[config.mk]
export PLATFORM = sky130hd
export DESIGN_NAME = mutex_scheduler_flat
export DESIGN_NICKNAME = d
export VERILOG_FILES = /design/src/rtl/mutex_sched_pkg.sv /design/src/rtl/mutex_scheduler_if.sv /design/src/rtl/mutex_scheduler_lfsr16.sv /design/src/rtl/mutex_scheduler.sv /design/src/flat_wrapper.sv
export SDC_FILE = /design/constraint.sdc
export NUM_CORES = 1
export LEC_CHECK = 0
export CORE_MARGIN = 2
export CORE_UTILIZATION = 41
export CTS_BUF_LIST = sky130_fd_sc_hd__clkbuf_4 sky130_fd_sc_hd__clkbuf_8
export DETAILED_ROUTE_END_ITERATION = 16
export PLACE_DENSITY_LB_ADDON = 0.2
export SLEW_MARGIN = 0
export SYNTH_ARGS = -nofsm -noshare
export SYNTH_HDL_FRONTEND = slang
export SYNTH_SLANG_ARGS = --single-unit
[constraint.sdc]
create_clock -name clock -period 1.7 [get_ports clock]
set_input_delay 0.17 -clock clock [delete_from_list [all_inputs] [get_ports clock]]
set_output_delay 0.17 -clock clock [all_outputs]
set_load 0.005 [all_outputs]
[src/rtl/mutex_sched_pkg.sv]
// -----------------------------------------------------------------------------
// mutex_sched_pkg
// Shared definitions for the mutual-exclusion scheduler slice: FSM state
// encoding, LFSR feedback taps, default parameter values and the LFSR
// next-state helper used by lfsr16.
// -----------------------------------------------------------------------------
package mutex_sched_pkg;

    typedef enum logic [1:0] {
        ST_IDLE  = 2'd0,
        ST_RUN   = 2'd1,
        ST_FORCE = 2'd2
    } sched_state_t;

    localparam int          DEF_MAX_WAIT  = 4;
    localparam int          DEF_PAUSE_MAX = 3;
    localparam logic [15:0] DEF_LFSR_SEED = 16'hACE1;

    // Fibonacci taps 16,14,13,11 expressed as bit positions 15,13,12,10.
    localparam logic [15:0] LFSR_TAPS = 16'hB400;

    function automatic logic [15:0] lfsr_next(input logic [15:0] cur);
        return {cur[14:0], ^(cur & LFSR_TAPS)};
    endfunction

endpackage : mutex_sched_pkg

[src/rtl/mutex_scheduler_if.sv]
// -----------------------------------------------------------------------------
// mutex_scheduler_if
// Step-request / step-result bundle between a controller (master) and the
// scheduler (slave).
//   enable, mode, ext_sel, ext_pause : master -> slave step request
//   select, pause, forced            : slave -> master registered step result
//   wait_cnt0, wait_cnt1             : slave -> master unselected-step counts
// -----------------------------------------------------------------------------
interface mutex_scheduler_if
    import mutex_sched_pkg::*;
#(
    parameter int MAX_WAIT = DEF_MAX_WAIT
);
    localparam int CNT_W = $clog2(MAX_WAIT + 1);

    logic             enable;
    logic             mode;
    logic             ext_sel;
    logic             ext_pause;
    logic             select;
    logic             pause;
    logic             forced;
    logic [CNT_W-1:0] wait_cnt0;
    logic [CNT_W-1:0] wait_cnt1;

    modport master (
        output enable, mode, ext_sel, ext_pause,
        input  select, pause, forced, wait_cnt0, wait_cnt1
    );

    modport slave (
        input  enable, mode, ext_sel, ext_pause,
        output select, pause, forced, wait_cnt0, wait_cnt1
    );

endinterface : mutex_scheduler_if

[src/rtl/mutex_scheduler_lfsr16.sv]
// -----------------------------------------------------------------------------
// lfsr16
// 16-bit Fibonacci LFSR (taps 16,14,13,11), advanced only when requested.
//   clock   : sole clock, posedge
//   reset_n : asynchronous active-low reset, loads the seed
//   advance : 1 = shift one step this cycle
//   seed    : reset value; an all-zero seed is replaced by 16'h0001
//   state   : current register contents
// -----------------------------------------------------------------------------
module lfsr16
    import mutex_sched_pkg::*;
(
    input  logic        clock,
    input  logic        reset_n,
    input  logic        advance,
    input  logic [15:0] seed,
    output logic [15:0] state
);

    logic [15:0] seed_eff;

    // All-zero is the lock-up state of an XOR LFSR, so never load it.
    assign seed_eff = (seed == '0) ? 16'h0001 : seed;

    always_ff @(posedge clock or negedge reset_n) begin
        if (!reset_n) begin
            state <= seed_eff;
        end else if (advance) begin
            state <= lfsr_next(state);
        end
    end

endmodule : lfsr16

[src/rtl/mutex_scheduler.sv]
// -----------------------------------------------------------------------------
// mutex_scheduler
// Chooses which of two processes the downstream mutual-exclusion model steps
// next, and whether that process pauses. Choices come from the bus (mode=0)
// or from an LFSR (mode=1). A process left unselected for MAX_WAIT issued
// steps is force-selected, and pause is forced low after PAUSE_MAX
// consecutive pauses, so the downstream model always makes progress.
//   clock   : sole clock, posedge
//   reset_n : asynchronous active-low reset
//   bus     : slave side of mutex_scheduler_if (request in, registered result out)
// -----------------------------------------------------------------------------
module mutex_scheduler
    import mutex_sched_pkg::*;
#(
    parameter int          MAX_WAIT  = DEF_MAX_WAIT,
    parameter int          PAUSE_MAX = DEF_PAUSE_MAX,
    parameter logic [15:0] LFSR_SEED = DEF_LFSR_SEED
)(
    input  logic               clock,
    input  logic               reset_n,
    mutex_scheduler_if.slave   bus
);

    localparam int CNT_W  = $clog2(MAX_WAIT + 1);
    localparam int PRUN_W = $clog2(PAUSE_MAX + 1);

    localparam logic [CNT_W-1:0]  WAIT_LIM  = CNT_W'(MAX_WAIT);
    localparam logic [PRUN_W-1:0] PAUSE_LIM = PRUN_W'(PAUSE_MAX);

    sched_state_t      state;
    logic              sel_q;
    logic              pause_q;
    logic              forced_q;
    logic [CNT_W-1:0]  wait0_q;
    logic [CNT_W-1:0]  wait1_q;
    logic [PRUN_W-1:0] prun_q;

    logic [15:0]       lfsr_state;

    logic              raw_sel;
    logic              raw_pause;
    logic              starve0;
    logic              starve1;
    logic              step_sel;
    logic              step_pause;
    logic              step_forced;

    lfsr16 u_lfsr (
        .clock   (clock),
        .reset_n (reset_n),
        .advance (bus.enable),
        .seed    (LFSR_SEED),
        .state   (lfsr_state)
    );

    // Step decision. Only one process can be starved at a time, because the
    // selected process's counter is cleared on every issued step.
    always_comb begin
        raw_sel     = bus.mode ? lfsr_state[0] : bus.ext_sel;
        raw_pause   = bus.mode ? lfsr_state[1] : bus.ext_pause;
        starve0     = (wait0_q == WAIT_LIM);
        starve1     = (wait1_q == WAIT_LIM);
        step_forced = starve0 | starve1;
        step_sel    = raw_sel;
        if (starve0) begin
            step_sel = 1'b0;
        end else if (starve1) begin
            step_sel = 1'b1;
        end
        step_pause  = (prun_q == PAUSE_LIM) ? 1'b0 : raw_pause;
    end

    always_ff @(posedge clock or negedge reset_n) begin
        if (!reset_n) begin
            state    <= ST_IDLE;
            sel_q    <= 1'b0;
            pause_q  <= 1'b1;
            forced_q <= 1'b0;
            wait0_q  <= '0;
            wait1_q  <= '0;
            prun_q   <= '0;
        end else if (!bus.enable) begin
            // Idle: hold the process, keep it paused, freeze all counters.
            state    <= ST_IDLE;
            pause_q  <= 1'b1;
            forced_q <= 1'b0;
        end else begin
            sel_q    <= step_sel;
            pause_q  <= step_pause;
            forced_q <= step_forced;

            if (step_sel) begin
                wait1_q <= '0;
                wait0_q <= (wait0_q == WAIT_LIM) ? wait0_q : wait0_q + 1'b1;
            end else begin
                wait0_q <= '0;
                wait1_q <= (wait1_q == WAIT_LIM) ? wait1_q : wait1_q + 1'b1;
            end

            prun_q <= step_pause ? prun_q + 1'b1 : '0;

            case (state)
                ST_IDLE:  state <= ST_RUN;
                ST_RUN:   state <= step_forced ? ST_FORCE : ST_RUN;
                ST_FORCE: state <= ST_RUN;
                default:  state <= ST_IDLE;
            endcase
        end
    end

    assign bus.select    = sel_q;
    assign bus.pause     = pause_q;
    assign bus.forced    = forced_q;
    assign bus.wait_cnt0 = wait0_q;
    assign bus.wait_cnt1 = wait1_q;

endmodule : mutex_scheduler

[src/flat_wrapper.sv]
// flat-port wrapper written by rule: the top's interface ports become plain ports
module mutex_scheduler_flat import mutex_sched_pkg::*;
#(
    parameter int          MAX_WAIT  = DEF_MAX_WAIT,
    parameter int          PAUSE_MAX = DEF_PAUSE_MAX,
    parameter logic [15:0] LFSR_SEED = DEF_LFSR_SEED
)
  (clock, reset_n, bus_enable, bus_mode, bus_ext_sel, bus_ext_pause, bus_select, bus_pause, bus_forced, bus_wait_cnt0, bus_wait_cnt1);
  mutex_scheduler_if #(.MAX_WAIT(MAX_WAIT)) bus_i ();
  input  logic clock;
  input  logic reset_n;
  input wire logic [$bits(bus_i.enable)-1:0] bus_enable;
  input wire logic [$bits(bus_i.mode)-1:0] bus_mode;
  input wire logic [$bits(bus_i.ext_sel)-1:0] bus_ext_sel;
  input wire logic [$bits(bus_i.ext_pause)-1:0] bus_ext_pause;
  output wire logic [$bits(bus_i.select)-1:0] bus_select;
  output wire logic [$bits(bus_i.pause)-1:0] bus_pause;
  output wire logic [$bits(bus_i.forced)-1:0] bus_forced;
  output wire logic [$bits(bus_i.wait_cnt0)-1:0] bus_wait_cnt0;
  output wire logic [$bits(bus_i.wait_cnt1)-1:0] bus_wait_cnt1;
  assign bus_i.enable = bus_enable;
  assign bus_i.mode = bus_mode;
  assign bus_i.ext_sel = bus_ext_sel;
  assign bus_i.ext_pause = bus_ext_pause;
  assign bus_select = bus_i.select;
  assign bus_pause = bus_i.pause;
  assign bus_forced = bus_i.forced;
  assign bus_wait_cnt0 = bus_i.wait_cnt0;
  assign bus_wait_cnt1 = bus_i.wait_cnt1;
  mutex_scheduler #(.MAX_WAIT(MAX_WAIT), .PAUSE_MAX(PAUSE_MAX), .LFSR_SEED(LFSR_SEED)) u_core (.clock(clock), .reset_n(reset_n), .bus(bus_i));
endmodule
==> impl_metrics.tcl <==
set metrics [dict create \
    synth_top_area_cell "dfrtp_1" \
    crit_type "flop to output port" \
    synth.area.top_cells "dfrtp_1 37%, dfstp_2 19%, mux2_2 14%" \
    whs_ps 204 \
    crit_slowest_cell "dfstp_2" \
    fin_nets 120 \
    ios 15 \
    synth_top_area_share_pct 36.9 \
    internal_power_mw 1.60 \
    async_flop_share_pct 100 \
    path_buf_inv 1 \
    ctsResizeCount 0 \
    endpoint_kind "output port" \
    drive_gt1_share_pct 32.4 \
    core.rowCount 19 \
    ys_types 28 \
    synth_fa_ha_area_share_pct 5.12 \
    io_buffers 14 \
    cts_setup_buffers 0 \
    synth.area.mux_share_pct 17.5 \
    cts-root-buf "clkbuf_4" \
    clk_pin_slew_ps 150 \
    period_share_pct 88.8 \
    grt_setup_unrepaired "no" \
    coreArea_um2 2780 \
    reg2reg_to "u_core.bus.wait_cnt0[2]$_DFFE_PN0P_" \
    synth_area_per_cell_um2 13.3 \
    skew_ps 7.59 \
    wl_per_cell_um 13.1 \
    crit_family "flip-flops" \
    grt.overflow.total 0 \
    yosysWarnings 0 \
    antenna_left 0 \
    multi_input_area_um2 484 \
    ir_drop_uv 989 \
    synth_ff_type "dfrtp_1" \
    numCtsBuffers 3 \
    antenna_found_initial 0 \
    start_util_pct 43.9 \
    worst_slew_pin_slew_ps 339 \
    regArea_um2 687 \
    grt_pass1_vias 687 \
    stdcell_count 139 \
    synth_compound_area_share_pct 8.30 \
    clockPowerShare_pct 12.1 \
    p_comb_share_pct 35.3 \
    synth_commonest_cells "18 x dfrtp_1, 15 x mux2_2, 9 x dfstp_2" \
    maxSlewHeadroom_pct 77.4 \
    die_y_um 58.6 \
    cp.required_ps 1530 \
    crit_fanout 1 \
    timing.fmax_mhz 663 \
    vias 722 \
    finalSetupViolCount 0 \
    drc_errors 0 \
    area_growth_pct 17.1 \
    synth_area_um2 1220 \
    placed_cells 135 \
    grt_max_degree 35 \
    p_seq_share_pct 52.7 \
    syn_inst 92 \
    drv_slew 0 \
    synth-edff-count 0 \
    cts_sinks 27 \
    drt_iter0_markers 27 \
    reg2reg_setup_slack_ps 320 \
    hold_viol_final 0 \
    crit_arrival_ps 1340 \
    cts_tree "done" \
    vias_per_cell 5.19 \
    syn_nets 103 \
    start_kind "flop" \
    synth_seq_cells 27 \
    ys_seq_area_share_pct 56.3 \
    r2r-start "u_core.bus.wait_cnt0[0]$_DFFE_PN0P_" \
    gp_congestion 0.809 \
    grt_use_total_pct 12.4 \
    drt_wl_total_um 1820 \
    synth_top_family_by_area "multiplexers" \
    ff2ff_path_depth 5 \
    worstHoldPathType "primary input to asynchronous set/reset pin" \
    power.leakage_nw 0.612 \
    path_cells "clkdlybuf4s50_1" \
    switchingPower_uw 668 \
    fillerInstances 269 \
    ctsHoldBuffers 0 \
    synth.most_common_cell "dfrtp_1" \
    synth-simple-area-share_pct 5.84 \
    min_period_ps 1510 \
    tns_ps 0 \
    antenna_cells 0 \
    power_density_nw_per_um2 1580 \
    clock_latency_ps 320 \
    first_pass_iters 4 \
    h-tree-depth 1 \
    grt_pass1_wl_um 3240 \
    synth_xor_area_share_pct 2.87 \
    max-cap-violations 0 \
    dieArea_um2 3430 \
    netSwitchingFraction_pct 29.5 \
    die_x_um 58.6 \
    status "finished clean" \
    hpwl_um 1280 \
    crit_path_max_incr_delay_ps 540 \
    clk_path_buf_depth 2 \
]
==> layout make-up <==
class / count / share of cell area [%]
Multi-Input combinational cell: 55 / 33.9
Timing Repair Buffer: 16 / 11.7
Sequential cell: 27 / 48.0
Inverter: 6 / 1.57
Clock inverter: 1 / 0.525
Clock buffer: 3 / 1.57
Tap cell: 31 / 2.71
==> state kept, by name (all words and copies together), names as in the netlist <==
name / count
u_core.bus.forced: 1
u_core.bus.pause: 1
u_core.bus.select: 1
u_core.bus.wait_cnt0: 3
u_core.bus.wait_cnt1: 3
u_core.prun_q: 2
u_core.u_lfsr.state: 16
==> layer usage <==
metal / up-vias / wire, um / track usage [%] / part of all wire, %
li1: 346 / - / - / -
met1: 362 / 865 / 18.3 / 47
met2: 12 / 861 / 18.3 / 47
met3: 2 / 83 / 1.98 / 4.6
met4: 0 / 13 / 4.87 / 0.71
met5: - / 0 / 0 / 0
==> cell families (layout without fill, tap and decap cells) <==
group | count (synthesis) | count (layout)
AO/OA/AOI/OAI | 13 | 13
AND/OR/NAND/NOR | 14 | 14
adder cells (fa/ha/maj) | 5 | 5
flip-flops | 27 | 27
XOR/XNOR | 4 | 4
buffers and inverters | 10 | 26
multiplexers | 19 | 19
==> how the worst max path moves through the flow <==
stage / depth (start not counted) / from / end / slack [ps]
detailed placement: 4 / bus_mode / u_core.bus.select$_DFFE_PN0P_ / 180
CTS: 1 / u_core.bus.pause$_DFF_PN1_ / bus_pause / 170
floorplan: 5 / u_core.bus.wait_cnt0[0]$_DFFE_PN0P_ / u_core.bus.wait_cnt0[2]$_DFFE_PN0P_ / 410
global route: 1 / u_core.bus.pause$_DFF_PN1_ / bus_pause / 140
global placement: 4 / bus_mode / u_core.bus.select$_DFFE_PN0P_ / 210
finish: 1 / u_core.bus.pause$_DFF_PN1_ / bus_pause / 190
==> stage by stage <==
stage	util [%]	worst slack (ps)	power [mW]	cell area, um^2
after floorplan	-	409	1.72	1220
after global placement	50.3	210	1.99	1400
after detailed placement	50.3	183	2.03	1400
after CTS	51.4	171	2.31	1430
after global routing	51.4	141	2.47	1430
final	51.4	191	2.26	1430
==> layout by cell type (no fill, tap or decap), drive strengths merged <==
cell	n
dfrtp	18
mux2	16
clkdlybuf4s50	14
dfstp	9
inv	6
nor2	5
ha	5
xnor2	4
nand2	3
mux2i	3
clkbuf	3
a21oi	2
nand3	2
o2bb2ai	2
a21boi	2
a21o	2
o21ai	2
buf	2
o21a	1
nand4b	1
nand3b	1
or3b	1
a22o	1
a31o	1
nor2b	1
clkinvlp	1
==> power by group through the flow <==
| stage | registers, mW | logic (mW) | clock network, mW |
|---|---|---|---|
| floorplan | 1.17 | 0.547 | 0 |
| detailed placement | 1.22 | 0.810 | 0 |
| CTS | 1.20 | 0.816 | 0.293 |
| finish | 1.19 | 0.799 | 0.273 |
| global placement | 1.20 | 0.781 | 0 |
| global route | 1.24 | 0.906 | 0.320 |
No activity file was read; power rests on OpenSTA's default activity.
